**config.mk**
```make
export PLATFORM = sky130hd
export DESIGN_NAME = return_addr_stack
export DESIGN_NICKNAME = d
export VERILOG_FILES = /design/src/rtl/return_addr_stack_pkg.sv /design/src/rtl/return_addr_stack_ptr_ctl.sv /design/src/rtl/return_addr_stack.sv
export SDC_FILE = /design/constraint.sdc
export NUM_CORES = 1
export LEC_CHECK = 0
export CORE_UTILIZATION = 57
export DETAILED_ROUTE_END_ITERATION = 12
export PLACE_DENSITY = 0.78
export SLEW_MARGIN = 20
export SYNTH_ARGS = -nofsm -noshare
export SYNTH_HDL_FRONTEND = slang
export SYNTH_SLANG_ARGS = --single-unit
```
**constraint.sdc**
```tcl
create_clock -name clk -period 3.6 [get_ports clk]
set_input_delay 0.36 -clock clk [delete_from_list [all_inputs] [get_ports clk]]
set_output_delay 0.36 -clock clk [all_outputs]
set_load 0.01 [all_outputs]
```
**src/rtl/return_addr_stack_pkg.sv**
```systemverilog
// return_addr_stack_pkg: shared widths for the return-address stack and the datapath
package return_addr_stack_pkg;
    localparam int PC_W      = 12;
    localparam int RAS_DEPTH = 8;
endpackage

```
**src/rtl/return_addr_stack_ptr_ctl.sv**
```systemverilog
// ras_ptr_ctl: top pointer, occupancy count, sticky error flags and entry write control
module ras_ptr_ctl
    import return_addr_stack_pkg::*;
#(
    parameter int DEPTH     = RAS_DEPTH,
    parameter bit OVERWRITE = 1'b1,
    localparam int PW       = $clog2(DEPTH),
    localparam int CW       = PW + 1
) (
    input  logic          clk,
    input  logic          reset,
    input  logic          push,
    input  logic          pop,
    input  logic          clear_err,
    output logic [PW-1:0] top_ptr,
    output logic [CW-1:0] count,
    output logic          empty,
    output logic          full,
    output logic          overflow,
    output logic          underflow,
    output logic          wr_en,
    output logic [PW-1:0] wr_addr
);
    logic adv;
    logic retreat;
    logic ovf_set;
    logic udf_set;

    // Classify the request: advance to a new top, retreat, or replace the current top in place
    always_comb begin
        empty   = count == '0;
        full    = count == CW'(DEPTH);
        adv     = push && (pop ? empty : (!full || OVERWRITE));
        retreat = pop && !push && !empty;
        wr_en   = adv || (push && pop && !empty);
        wr_addr = adv ? top_ptr + PW'(1) : top_ptr;
        ovf_set = push && !pop && full;
        udf_set = pop && empty;
    end

    // Pointer wraps naturally; a full-stack overwrite advances the pointer but keeps count at DEPTH
    always_ff @(posedge clk) begin
        if (reset) begin
            top_ptr   <= PW'(DEPTH - 1);
            count     <= '0;
            overflow  <= 1'b0;
            underflow <= 1'b0;
        end else begin
            top_ptr   <= adv ? top_ptr + PW'(1) : retreat ? top_ptr - PW'(1) : top_ptr;
            count     <= (adv && !full) ? count + CW'(1) : retreat ? count - CW'(1) : count;
            overflow  <= ovf_set || (overflow && !clear_err);
            underflow <= udf_set || (underflow && !clear_err);
        end
    end
endmodule

```
**src/rtl/return_addr_stack.sv**
```systemverilog
// return_addr_stack: circular LIFO of return PCs with zero-latency top-of-stack output
module return_addr_stack
    import return_addr_stack_pkg::*;
#(
    parameter int WIDTH     = PC_W,
    parameter int DEPTH     = RAS_DEPTH,
    parameter bit OVERWRITE = 1'b1,
    localparam int PW       = $clog2(DEPTH),
    localparam int CW       = PW + 1
) (
    input  logic             clk,
    input  logic             reset,
    input  logic             push,
    input  logic             pop,
    input  logic [WIDTH-1:0] stack_in,
    input  logic             clear_err,
    output logic [WIDTH-1:0] stack_out,
    output logic             empty,
    output logic             full,
    output logic [CW-1:0]    count,
    output logic             overflow,
    output logic             underflow
);
    logic [WIDTH-1:0] mem [DEPTH];
    logic [PW-1:0]    top_ptr;
    logic             wr_en;
    logic [PW-1:0]    wr_addr;

    ras_ptr_ctl #(.DEPTH(DEPTH), .OVERWRITE(OVERWRITE)) ctl (
        .clk       (clk),
        .reset     (reset),
        .push      (push),
        .pop       (pop),
        .clear_err (clear_err),
        .top_ptr   (top_ptr),
        .count     (count),
        .empty     (empty),
        .full      (full),
        .overflow  (overflow),
        .underflow (underflow),
        .wr_en     (wr_en),
        .wr_addr   (wr_addr)
    );

    // Entry storage is never cleared; reset only suppresses a concurrent write
    always_ff @(posedge clk) begin
        if (wr_en && !reset) mem[wr_addr] <= stack_in;
    end

    // Empty masks the uninitialised RAM so the next_pc mux never sees X
    always_comb begin
        stack_out = empty ? '0 : mem[top_ptr];
    end
endmodule

```
Word-level counts from Yosys, hierarchy flattened
Memories as Yosys holds them, arrays and structs flattened. A register that Yosys moved wholly into a read port is not among the register bits.
Index checks and enable logic that the tools add are counted.
Storage, ports and cells
  word-level logic and storage cells: 45
  register bits: 9
  memories kept: 1
  bits in writable memories: 96
  output and inout port bits: 20
Cells by class
  reduce and logical (&&, ||, !) cells: 24
  multiplexer cells: 11
  $add $sub $neg: 4
  eq/ne operators: 1
Memories
  mem: depth 8, width 12, rd ports 1, clocked after memory_dff 1, wr ports 1, RTL line return_addr_stack.sv:24  | logic [WIDTH-1:0] mem [DEPTH];
Operators by type and width (count)
  3-bit two-way mux: 5
  1-bit logical AND: 12
  12-bit two-way mux: 1
  4-bit two-way mux: 2
  1-bit zero test: 6
  4-bit by 1-bit adder with 4-bit output (second input constant): 1
  4-bit equality test (second input constant): 1
  4-bit zero test: 1
  2-bit nonzero test: 2
  4-bit by 1-bit subtractor with 4-bit output (second input constant): 1
  3-bit by 1-bit adder with 3-bit output (second input constant): 1
  1-bit logical OR: 3
  1-bit two-way mux: 3
  3-bit by 1-bit subtractor with 3-bit output (second input constant): 1

Depth between registers and ports, before layout
Gate-level depths: netlist (run 1).
  word-level depth: 7
  depth in mapped cells: 9

By module
A second synthesis (run 1) with hierarchy kept.
Unflattened totals
  cell total of the unflattened synthesis: 237
  area total of the unflattened synthesis: 4423.0 um2
By module, submodules not included
  return_addr_stack: area each 3733.6 um2, cells an instance 165, sequential area each 2882.8 um2, times used 1
  ras_ptr_ctl: area each 689.4 um2, cells an instance 72, sequential area each 180.2 um2, times used 1

Least setup slack after synthesis (run 1)
Ideal clock, no wire load.
  path kind: flip-flop to flip-flop
  start point: reg ctl.count[0]
  end point: mem mem[3][0] (netlist bit) (enable)
  clock period less this slack: 3.341 ns
  slack: 0.259 ns
  cell stages (with the launch flop): 8
  arrival: 2.939 ns
  required time: 3.198 ns
  buffers on the path: 2
  cells stage by stage: dfxtp_1 > buf_6 > o41ai_4 > and2_2 > buf_6 > ha_1 > or3_1 > o32ai_1
On the way
  word-level cells in the longest chain between the ends: 7
  elaborated cells between the ends (all ways): 10
  those cells by class: 4 x mux; 6 x reduce/logical
RTL lines
  start, declared: RTL line return_addr_stack_ptr_ctl.sv:16  | output logic [CW-1:0] count,
  start signal, assigned: RTL line return_addr_stack_ptr_ctl.sv:50  | count <= (adv && !full) ? count + CW'(1) : retreat ? count - CW'(1) : count;
  4-bit zero test (*): RTL line return_addr_stack_ptr_ctl.sv:31  | empty = count == '0;
  1-bit two-way mux or 1-bit zero test (tied branches): RTL line return_addr_stack_ptr_ctl.sv:33, return_addr_stack_ptr_ctl.sv:35
  1-bit logical AND (on tied branches): RTL line return_addr_stack_ptr_ctl.sv:33, return_addr_stack_ptr_ctl.sv:35
  1-bit logical OR: RTL line return_addr_stack_ptr_ctl.sv:35  | wr_en = adv || (push && pop && !empty);
  1-bit logical AND: RTL line return_addr_stack.sv:47  | if (wr_en && !reset) mem[wr_addr] <= stack_in;
  1-bit two-way mux: RTL line return_addr_stack.sv:47
  1-bit two-way mux (not written as such): RTL line return_addr_stack.sv:47
  end, declared: RTL line return_addr_stack.sv:24
Every way passes the cells marked *; elsewhere a longest branch is shown, timed or not.

Final worst setup path (run 1)
  start point: reg ctl.count[0]
  end point: mem mem[5][1] (netlist bit) (enable)
The elaborated chain is that of the path after synthesis.

==> results of run 1 <==
## final timing paths
kind | endpoint | cells past startpoint | from
worst max-delay path | mem[5][1]$_DFFE_PP_ | 6 | ctl.count[0]$_SDFFE_PP0P_
worst min-delay path | ctl.overflow$_SDFF_PP0_ | 2 | ctl.overflow$_SDFF_PP0_
worst max register to register | mem[5][1]$_DFFE_PP_ | 6 | ctl.count[0]$_SDFFE_PP0P_
worst min register to register | ctl.overflow$_SDFF_PP0_ | 2 | ctl.overflow$_SDFF_PP0_
## cell families after synthesis
family | synth area share (%)
flops | 69.55
xor+xnor | 0.9754
fa+ha+maj | 2.118
compound gates | 5.183
simple gates | 4.737
buf+inv | 2.285
mux | 15.16
## metrics by stage
| step | util (%) | total power [mW] | instances | cell area [um^2] |
|---|---|---|---|---|
| after global routing | 67.97 | 3.992 | 408 | 5225 |
| final | 67.97 | 3.777 | 408 | 5225 |
| after detailed placement | 65.61 | 3.144 | 392 | 5044 |
| after floorplan | - | 2.570 | 254 | 4491 |
| after global placement | 65.61 | 3.109 | 392 | 5044 |
| after CTS | 67.97 | 3.809 | 408 | 5225 |
## cell usage in the layout (no fill, tap or decap), types with 6 or more instances in the layout
master,n
clkdlybuf4s50_1,36
inv_1,7
nand2_1,10
ha_1,6
clkbuf_8,9
edfxtp_1,96
dfxtp_1,12
mux2i_1,14
mux4_2,24
nor2_1,23
buf_4,14
## worst max-delay path: cells and delay by family (launching register included)
family          cells  cell delay (ns)
fa+ha+maj           1             0.29
flops               1             0.46
compound gates      2             0.77
simple gates        2             0.72
buf+inv             1             0.27
## sequential cells by signal, indices dropped and copies added (netlist names), named ones only
signal and cells:
ctl.underflow 1, mem 96, ctl.top_ptr 3, ctl.count 4, ctl.overflow 1
## routing by layer
layer / share of wire [%] / wire (um) / global-route usage, %
met5: 0 / 0 / 0
met4: 1.3 / 99 / 7.661
met3: 4.2 / 328 / 3.114
met2: 51 / 4000 / 33.78
met1: 43 / 3359 / 29.12
## area by class of cell
class / instances / share of cell area, %
sequential: 108 / 59.77
multi-input combinational: 125 / 24.90
timing repair buffer: 50 / 8.908
clock buffer: 10 / 2.443
tap: 102 / 2.443
clock inverter: 6 / 1.030
inverter: 7 / 0.5029
## power by group
group / internal, mW / leakage, nW / switching, mW / total [mW]
Sequential: 1.52 / 0.967 / 0.140 / 1.66
Combinational: 0.750 / 0.758 / 0.694 / 1.44
Clock: 0.266 / 0.0898 / 0.406 / 0.672
==> out/summary.txt, run 1 <==
Seq/Total Area, Yosys = 69.55%
CTS Buf Count = 9
Status = complete, no violations
Initial Util = 58.41%
Synthesis-stage register bit count = 108
Minimum clock period = 2.811 ns
Total of max-cap violations = 0
Worst path cell trace = o41ai_4, and2_2, ha_1, or3_1, o32ai_2, buf_4
Fin Hold WS = 0.5166 ns
Row count = 32
Most common cell in the synthesized netlist = edfxtp_1
Post-route DRC = 0
Worst-path fanout max = 12
ANT cells = 0
CORE AREA = 7687 um^2
GRT Overall Usage = 20.88%
Vias per cell = 5.875
Area fraction of the dominant cell type after synthesis = 64.20%
Vias in the first global route = 2395
Hold_buf cts = 0
Arrival time worst endpoint = 2.87 ns
Post-synthesis cell count = 254
Area Overhead vs Synth = 16.36%
Register area = 3123 um^2
CP max stage cell = o41ai_4
RSZ-0062 raised after global routing = no
Detailed-route via count = 2397
I/O pin count = 37
Clock Skew = 0.01158 ns
Clk slew on worst S/H paths = 0.10 ns
Routed length per instance = 19.09 um
Syn Area/Cell = 17.68 um^2
Post-synth EDFFs = 96
Die Span X = 90.76 um
Slew headroom = 44.65%
GRT Residual Overflow = 0
GPL Wtd Cong = 0.8138
Pre-CTS setup slack = 0.5217 ns
Pins Over Slew Limit = 0
Initial DRC count = 192
Pleak = 1.814 nW
Fill count = 529
CP Capture Type = register
Commonest cells in the netlist = edfxtp_1, mux4_2, nor2_1
First-pass GRT wire length = 12.65 mm
Pwr Density = 722.8 nW/um^2
Synth warn = 0
Nets = 325
Largest net degree at the start of global routing = 25
Mapped cell area = 4491 um^2
H-tree depth = 3
Num Clock Sinks = 108
Port Buffers = 36
Yosys cell types = 43
Max frequency = 355.8 MHz
Initial antenna violation count = 0
Post-DP HPWL = 5.065 mm
Layout cells sized above 1 = 20.92%
Area of the multi-input gates = 1301 um^2
Final setup viols = 0
Final hold vios = 0
CTS root buf = clkbuf_8
Critical Path Max Stage Delay = 0.51 ns
Hold Crit Class = reg2reg
Final WS setup = 0.7894 ns
WL final = 7.788 mm
CTS tree = yes
Post-CTS Setup Repair Bufs = 0
WS Path Type = reg2reg
Worst Setup Start Kind = register
Die Ht = 90.76 um
Prevailing post-synth register cell = edfxtp_1
Yosys top cell by area = edfxtp_1
Peak supply drop = 0.3318 mV
Slew @ Worst Pin = 0.8291 ns
Max Buffers Root-to-Sink = 2
Die area = 8237 um^2
R2r setup slk = 0.79 ns
Req. time, crit path = 3.66 ns
Pre-Repair DR Iteration Count = 4
Fraction of registers with async set/reset = 0%
Post-CTS sizing = 0
Clock Latency Late Sink = 0.36 ns
Antenna Nets Post-Route = 0
Syn Nets = 278
Synth top area cells = edfxtp_1, mux4_2, dfxtp_1
Final period util = 78.07%
TNS Setup = 0 ns
Note: power is estimated with default switching activity, not from simulation.
==> inputs of run 2 (changes only) <==
--- a/config.mk
+++ b/config.mk
@@ -5,9 +5,9 @@
 export SDC_FILE = /design/constraint.sdc
 export NUM_CORES = 1
 export LEC_CHECK = 0
-export CORE_UTILIZATION = 57
+export CORE_UTILIZATION = 52
 export DETAILED_ROUTE_END_ITERATION = 12
-export PLACE_DENSITY = 0.78
+export PLACE_DENSITY = 0.74
 export SLEW_MARGIN = 20
 export SYNTH_ARGS = -nofsm -noshare
 export SYNTH_HDL_FRONTEND = slang
==> constraint.sdc (replaced) <==
create_clock -name clk -period 2.3 [get_ports clk]
set_input_delay 0.23 -clock clk [delete_from_list [all_inputs] [get_ports clk]]
set_output_delay 0.23 -clock clk [all_outputs]
set_load 0.01 [all_outputs]
==> run 2 against run 1 <==
Compared with the run above: cell area is 7.8% higher; register-to-register slack worse by 0.76 ns; sequential share of layout area is 4.1 points lower; sequential power is 54% higher; wire length is 15% higher; setup slack worse by 0.76 ns; critical path depth stayed put; global-route usage is 1.4 points higher; core utilization is 0.13 points lower; first-iteration DRC count is 36% lower; clock skew is 0.0026 ns lower.
==> out/summary.txt, run 2 (synthesized netlist as in run 1, its figures left out) <==
Slew @ Worst Pin = 0.4184 ns (was 0.8291 ns)
CP max stage cell = or3_4 (was o41ai_4)
GPL Wtd Cong = 0.8314 (was 0.8138)
Final hold vios = 0 (unchanged)
ANT cells = 0 (unchanged)
Biggest regs = mem: 96 flops, ctl.count: 4 flops, ctl.top_ptr: 3 flops (unchanged)
Top reg by flops = mem (unchanged)
Routing usage on met2 = 34.71% (was 33.78%)
Row count = 33 (was 32)
Worst Hold Depth = 2 (unchanged)
GRT Residual Overflow = 0 (unchanged)
Fin Hold WS = 0.5094 ns (was 0.5166 ns)
Max reg flops = 96 (unchanged)
Num Clock Sinks = 108 (unchanged)
Most common cell after layout, fill and taps aside = edfxtp_1 (unchanged)
Worst Setup Start Kind = register (unchanged)
Total of max-cap violations = 0 (unchanged)
Minimum clock period = 2.273 ns (was 2.811 ns)
Max Buffers Root-to-Sink = 2 (unchanged)
Family with the most delay on the worst path = compound AO/OA/AOI/OAI gates (unchanged)
CTS root buf = clkbuf_8 (unchanged)
Pleak = 2.005 nW (was 1.814 nW)
Max frequency = 439.9 MHz (was 355.8 MHz)
Fill count = 552 (was 529)
Most frequent cells in the layout = edfxtp_1, buf_4, mux4_2, clkdlybuf4s50_1, nor2_1 (was edfxtp_1, clkdlybuf4s50_1, mux4_2, nor2_1)
Pre-Repair DR Iteration Count = 4 (unchanged)
Worst path cell trace = o41ai_4, and2_4, ha_4, or3_4, o32ai_4, buf_12 (was o41ai_4, and2_2, ha_1, or3_1, o32ai_2, buf_4)
Peak supply drop = 0.8500 mV (was 0.3318 mV)
Final setup viols = 0 (unchanged)
WP depth = 6 (unchanged)
Worst-path fanout max = 12 (unchanged)
Met3 GRT Util = 5.797% (was 3.114%)
Die Ht = 94.93 um (was 90.76 um)
Final period util = 98.83% (was 78.07%)
Busiest layer in global routing = met2 (unchanged)
Post-DP HPWL = 5.885 mm (was 5.065 mm)
Slew headroom = 72.07% (was 44.65%)
CTS tree = yes (unchanged)
GRT Overall Usage = 22.25% (was 20.88%)
I/O pin count = 37 (unchanged)
Vias per cell = 5.800 (was 5.875)
Worst path bufs/invs = 1 (unchanged)
Critical Path Max Stage Delay = 0.37 ns (was 0.51 ns)
Layout cells sized above 1 = 30.91% (was 20.92%)
Pins Over Slew Limit = 0 (unchanged)
Clock Latency Late Sink = 0.35 ns (was 0.36 ns)
CP Capture Type = register (unchanged)
R2R depth = 6 (unchanged)
TNS Setup = 0 ns (unchanged)
Area Overhead vs Synth = 25.38% (was 16.36%)
Pwr Density = 1119 nW/um^2 (was 722.8 nW/um^2)
Arrival time worst endpoint = 2.34 ns (was 2.87 ns)
Initial DRC count = 123 (was 192)
Die Span X = 94.93 um (was 90.76 um)
Met1 Usage GRT = 29.97% (was 29.12%)
Detailed-route via count = 2523 (was 2397)
CTS Buf Count = 9 (unchanged)
Initial Util = 54.11% (was 58.41%)
Req. time, crit path = 2.37 ns (was 3.66 ns)
Post-route DRC = 0 (unchanged)
Clk slew on worst S/H paths = 0.09 ns (was 0.10 ns)
First-pass GRT wire length = 14.03 mm (was 12.65 mm)
Status = complete, no violations (unchanged)
Vias in the first global route = 2604 (was 2395)
Hold Crit Class = reg2reg (unchanged)
Largest net degree at the start of global routing = 25 (unchanged)
Initial antenna violation count = 0 (unchanged)
Port Buffers = 36 (unchanged)
Die area = 9012 um^2 (was 8237 um^2)
RSZ-0062 raised after global routing = yes (was no)
Nets = 350 (was 325)
Antenna Nets Post-Route = 0 (unchanged)
Clock Skew = 0.008945 ns (was 0.01158 ns)
H-tree depth = 3 (unchanged)
CORE AREA = 8299 um^2 (was 7687 um^2)
Routed length per instance = 20.51 um (was 19.09 um)
WL final = 8.920 mm (was 7.788 mm)
WS Path Type = reg2reg (unchanged)
-- run 2: changes by cell type in the layout (fill, tap and decap cells not counted), sizes merged --
cell,delta
clkdlybuf4s15,+4
clkdlybuf4s50,-12
inv,-3
clkinv,+1
dlygate4sd2,+6
clkbuf,+4
buf,+24
-- run 2: per-stage QoR --
stage               std cells  setup slack [ns]  util, %  area (um^2)  power [mW]
finish                    435           0.02699    67.84         5630       6.301
CTS                       432           0.01403    67.19         5577       6.255
detailed placement        414           -0.1334    64.59         5360       5.321
global placement          414           -0.1096    64.59         5360       5.270
floorplan                 254           -0.2409        -         4616       4.167
global route              435          -0.05067    67.84         5630       6.656
-- run 2: per-layer routing --
metal,share of wire (%),up-vias
li1,-,1162
met1,43,1275
met2,50,78
met3,5.7,8
met4,1.2,0
met5,0,-
-- run 2: worst min-delay path, stage by stage, from the launching register on --
cell and delay, ns:
dfxtp_1 0.34, a2bb2oi_1 0.07, nor2_1 0.07
-- run 2: path summary, 6_finish.rpt --
path                             startpoint                 endpoint  slack [ns]
setup / recovery  ctl.count[3]$_SDFFE_PP0P_     mem[5][11]$_DFFE_PP_        0.03
hold / removal      ctl.overflow$_SDFF_PP0_  ctl.overflow$_SDFF_PP0_        0.51
setup reg to reg  ctl.count[3]$_SDFFE_PP0P_     mem[5][11]$_DFFE_PP_        0.03
hold reg to reg     ctl.overflow$_SDFF_PP0_  ctl.overflow$_SDFF_PP0_        0.51
-- run 2: repair_timing --
action,4_1_cts,5_1_grt
endpoints found under the setup margin,24,41
resized for setup,18,12
hold buffers,0,0
cloned,2,1
setup buffers,1,2
pin swaps,1,0
-- run 2: final cells by class --
class | instances | area (um^2) | share of cell area (%)
clock buffers | 11 | 131.4 | 2.333
clock inverters | 4 | 26.28 | 0.4667
inverters | 7 | 26.28 | 0.4667
multi-input cells | 125 | 1406 | 24.98
flip-flops and latches | 108 | 3133 | 55.64
well taps | 105 | 131.4 | 2.333
repair buffers | 75 | 775.7 | 13.78
-- run 2: power by group --
part / total, mW / internal, mW / switching, mW / leakage [nW]
Sequential: 2.55 / 2.39 / 0.160 / 0.968
Combinational: 2.78 / 1.43 / 1.35 / 0.957
Clock: 0.968 / 0.390 / 0.578 / 0.0796
==> inputs of run 3 (changes only) <==
--- a/config.mk
+++ b/config.mk
@@ -5,9 +5,11 @@
 export SDC_FILE = /design/constraint.sdc
 export NUM_CORES = 1
 export LEC_CHECK = 0
+export CORE_MARGIN = 3
 export CORE_UTILIZATION = 52
 export DETAILED_ROUTE_END_ITERATION = 12
 export PLACE_DENSITY = 0.74
+export RECOVER_POWER = 25
 export SLEW_MARGIN = 20
 export SYNTH_ARGS = -nofsm -noshare
 export SYNTH_HDL_FRONTEND = slang
==> run 3 against run 2 <==
Compared with the run above: the run now ends with negative setup slack left; wire length up 2.5%; via count increased by 1.6%; global-route usage shrank 1.9 points.
==> out/summary.txt, run 3 (synthesized netlist as in run 1, its figures left out) <==
Slew headroom = 71.78% (was 72.07%)
Critical Path Max Stage Delay = 0.37 ns (about the same)
Hold_buf cts = 0 (unchanged)
CORE AREA = 8299 um^2 (unchanged)
R2R Path Start = ctl.count[3]$_SDFFE_PP0P_ (unchanged)
Clk slew on worst S/H paths = 0.10 ns (was 0.09 ns)
ANT cells = 0 (unchanged)
WS Path Type = reg2reg (unchanged)
Final design utilization = 68.05% (was 67.84%)
Pre-Repair DR Iteration Count = 4 (unchanged)
RSZ-0062 raised after global routing = yes (unchanged)
Die Ht = 98.93 um (was 94.93 um)
Design Area, Final = 5648 um^2 (was 5630 um^2)
Slew @ Worst Pin = 0.4227 ns (was 0.4184 ns)
Total of max-cap violations = 0 (unchanged)
Pre-CTS setup slack = -0.1187 ns (was -0.1334 ns)
Num Clock Sinks = 108 (unchanged)
Antenna Nets Post-Route = 0 (unchanged)
Max reg flops = 96 (unchanged)
Sw Share = 34.06% (was 33.12%)
Final hold vios = 0 (unchanged)
Failing checks = negative setup slack
Detailed-route via count = 2563 (was 2523)
Clock Latency Late Sink = 0.36 ns (was 0.35 ns)
Post-DP Area = 5368 um^2 (was 5360 um^2)
Post-DP HPWL = 5.892 mm (was 5.885 mm)
Combinational share of power = 43.9% (was 44.1%)
Most frequent cells in the layout = edfxtp_1, buf_4, mux4_2, nor2_1, clkdlybuf4s50_1 (was edfxtp_1, buf_4, mux4_2, clkdlybuf4s50_1, nor2_1)
Crit path from = ctl.count[3]$_SDFFE_PP0P_ (unchanged)
Initial antenna violation count = 0 (unchanged)
Switch Pwr = 2.176 mW (was 2.087 mW)
Most common cell after layout, fill and taps aside = edfxtp_1 (unchanged)
Post-route DRC = 0 (unchanged)
Worst Setup Start Kind = register (unchanged)
Vias per cell = 5.799 (was 5.800)
Status = finished with violations (was complete, no violations)
Biggest regs = mem: 96 flops, ctl.count: 4 flops, ctl.top_ptr: 3 flops (unchanged)
Initial Util = 54.11% (unchanged)
Worst path cell trace = o41ai_4, and2_4, ha_4, or3_4, o32ai_4, buf_12 (unchanged)
Layout cells sized above 1 = 34.12% (was 30.91%)
Vias in the first global route = 2601 (was 2604)
CTS root buf = clkbuf_8 (unchanged)
Minimum clock period = 2.300 ns (was 2.273 ns)
CP max stage cell = o41ai_4 (was or3_4)
CTS Buf Count = 9 (unchanged)
Fin Hold WS = 0.5021 ns (was 0.5094 ns)
GRT Overall Usage = 20.32% (was 22.25%)
Row count = 33 (unchanged)
Max frequency = 434.8 MHz (was 439.9 MHz)
Worst-path fanout max = 12 (unchanged)
I/O pin count = 37 (unchanged)
Hold Crit Class = reg2reg (unchanged)
Arrival time worst endpoint = 2.39 ns (was 2.34 ns)
Final period util = 100.0% (was 98.83%)
Cell Count, Final, Fillers Out = 442 (was 435)
Area Overhead vs Synth = 25.77% (was 25.38%)
GPL Wtd Cong = 0.8248 (was 0.8314)
Power Internal = 4.212 mW (was 4.214 mW)
Clk network pwr share = 16.4% (was 15.4%)
Req. time, crit path = 2.39 ns (was 2.37 ns)
First-pass GRT wire length = 14.74 mm (was 14.03 mm)
Peak supply drop = 0.7705 mV (was 0.8500 mV)
Clock Skew = 0.009269 ns (was 0.008945 ns)
Seq pwr share = 39.8% (was 40.5%)
Hold path start = ctl.overflow$_SDFF_PP0_ (unchanged)
CP Capture Type = register (unchanged)
Top reg by flops = mem (unchanged)
Pleak = 2.015 nW (was 2.005 nW)
Final setup viols = 2 (was 0)
CTS tree = yes (unchanged)
Largest net degree at the start of global routing = 25 (unchanged)
H-tree depth = 3 (unchanged)
Pwr Density = 1131 nW/um^2 (was 1119 nW/um^2)
DP Cell Count = 415 (was 414)
WL final = 9.145 mm (was 8.920 mm)
Pins Over Slew Limit = 0 (unchanged)
Port Buffers = 36 (unchanged)
Initial DRC count = 140 (was 123)
Max Buffers Root-to-Sink = 2 (unchanged)
Routed length per instance = 20.69 um (was 20.51 um)
Die Span X = 98.93 um (was 94.93 um)
Die area = 9787 um^2 (was 9012 um^2)
Final WS setup = -0.00007283 ns (was 0.02699 ns)
Nets = 356 (was 350)
GRT Residual Overflow = 0 (unchanged)
-- run 3: layout make-up --
type | instances | area (um^2)
Fill cell | 558 | 2651
Timing Repair Buffer | 81 | 774.5
Tap cell | 105 | 131.4
Sequential cell | 108 | 3133
Clock buffer | 10 | 127.6
Inverter | 7 | 26.28
Clock inverter | 6 | 46.29
Multi-Input combinational cell | 125 | 1409
-- run 3: through the flow --
step	power [mW]	TNS (ns)
detailed placement	5.358	-4.989
CTS	6.395	-0.006499
finish	6.388	-0.0001230
global route	6.761	-0.3180
global placement	5.280	-3.155
floorplan	4.167	-7.431
-- run 3: power groups by stage --
| stage | clock, mW | combinational (mW) | sequential [mW] |
|---|---|---|---|
| 3_3_place_gp | 0 | 2.72 | 2.56 |
| 4_1_cts | 1.06 | 2.80 | 2.53 |
| 2_1_floorplan | 0 | 1.62 | 2.55 |
| 6_report | 1.05 | 2.80 | 2.54 |
| 3_5_place_dp | 0 | 2.80 | 2.56 |
| 5_1_grt | 1.16 | 3.04 | 2.57 |
-- run 3: worst paths after layout --
kind / endpoint / slack (ns) / depth (start not counted)
max reg2reg: mem[5][5]$_DFFE_PP_ / -0.00007 / 6
min: ctl.overflow$_SDFF_PP0_ / 0.50 / 2
min reg2reg: ctl.overflow$_SDFF_PP0_ / 0.50 / 2
max: mem[5][5]$_DFFE_PP_ / -0.00007 / 6
-- run 3: critical path: cells and delay by family (launching register included) --
| family | cells | cell delay (ns) |
|---|---|---|
| buffers and inverters | 1 | 0.19 |
| AOI/OAI and AO/OA | 2 | 0.68 |
| adders and majority gates | 1 | 0.20 |
| and+or+nand+nor | 2 | 0.59 |
| DFF | 1 | 0.36 |
-- run 3: repair_timing --
action / CTS / global route
cloned: 1 / 0
gates resized for setup: 26 / 13
endpoints found under the setup margin: 15 / 45
pin swaps: 0 / 1
buffers inserted: 7 / 3
-- run 3: routing by layer --
layer,wire length [um],GRT usage [%]
met1,4030,29.69
met2,4557,31.71
met3,430,3.609
met4,126,5.987
met5,0,0
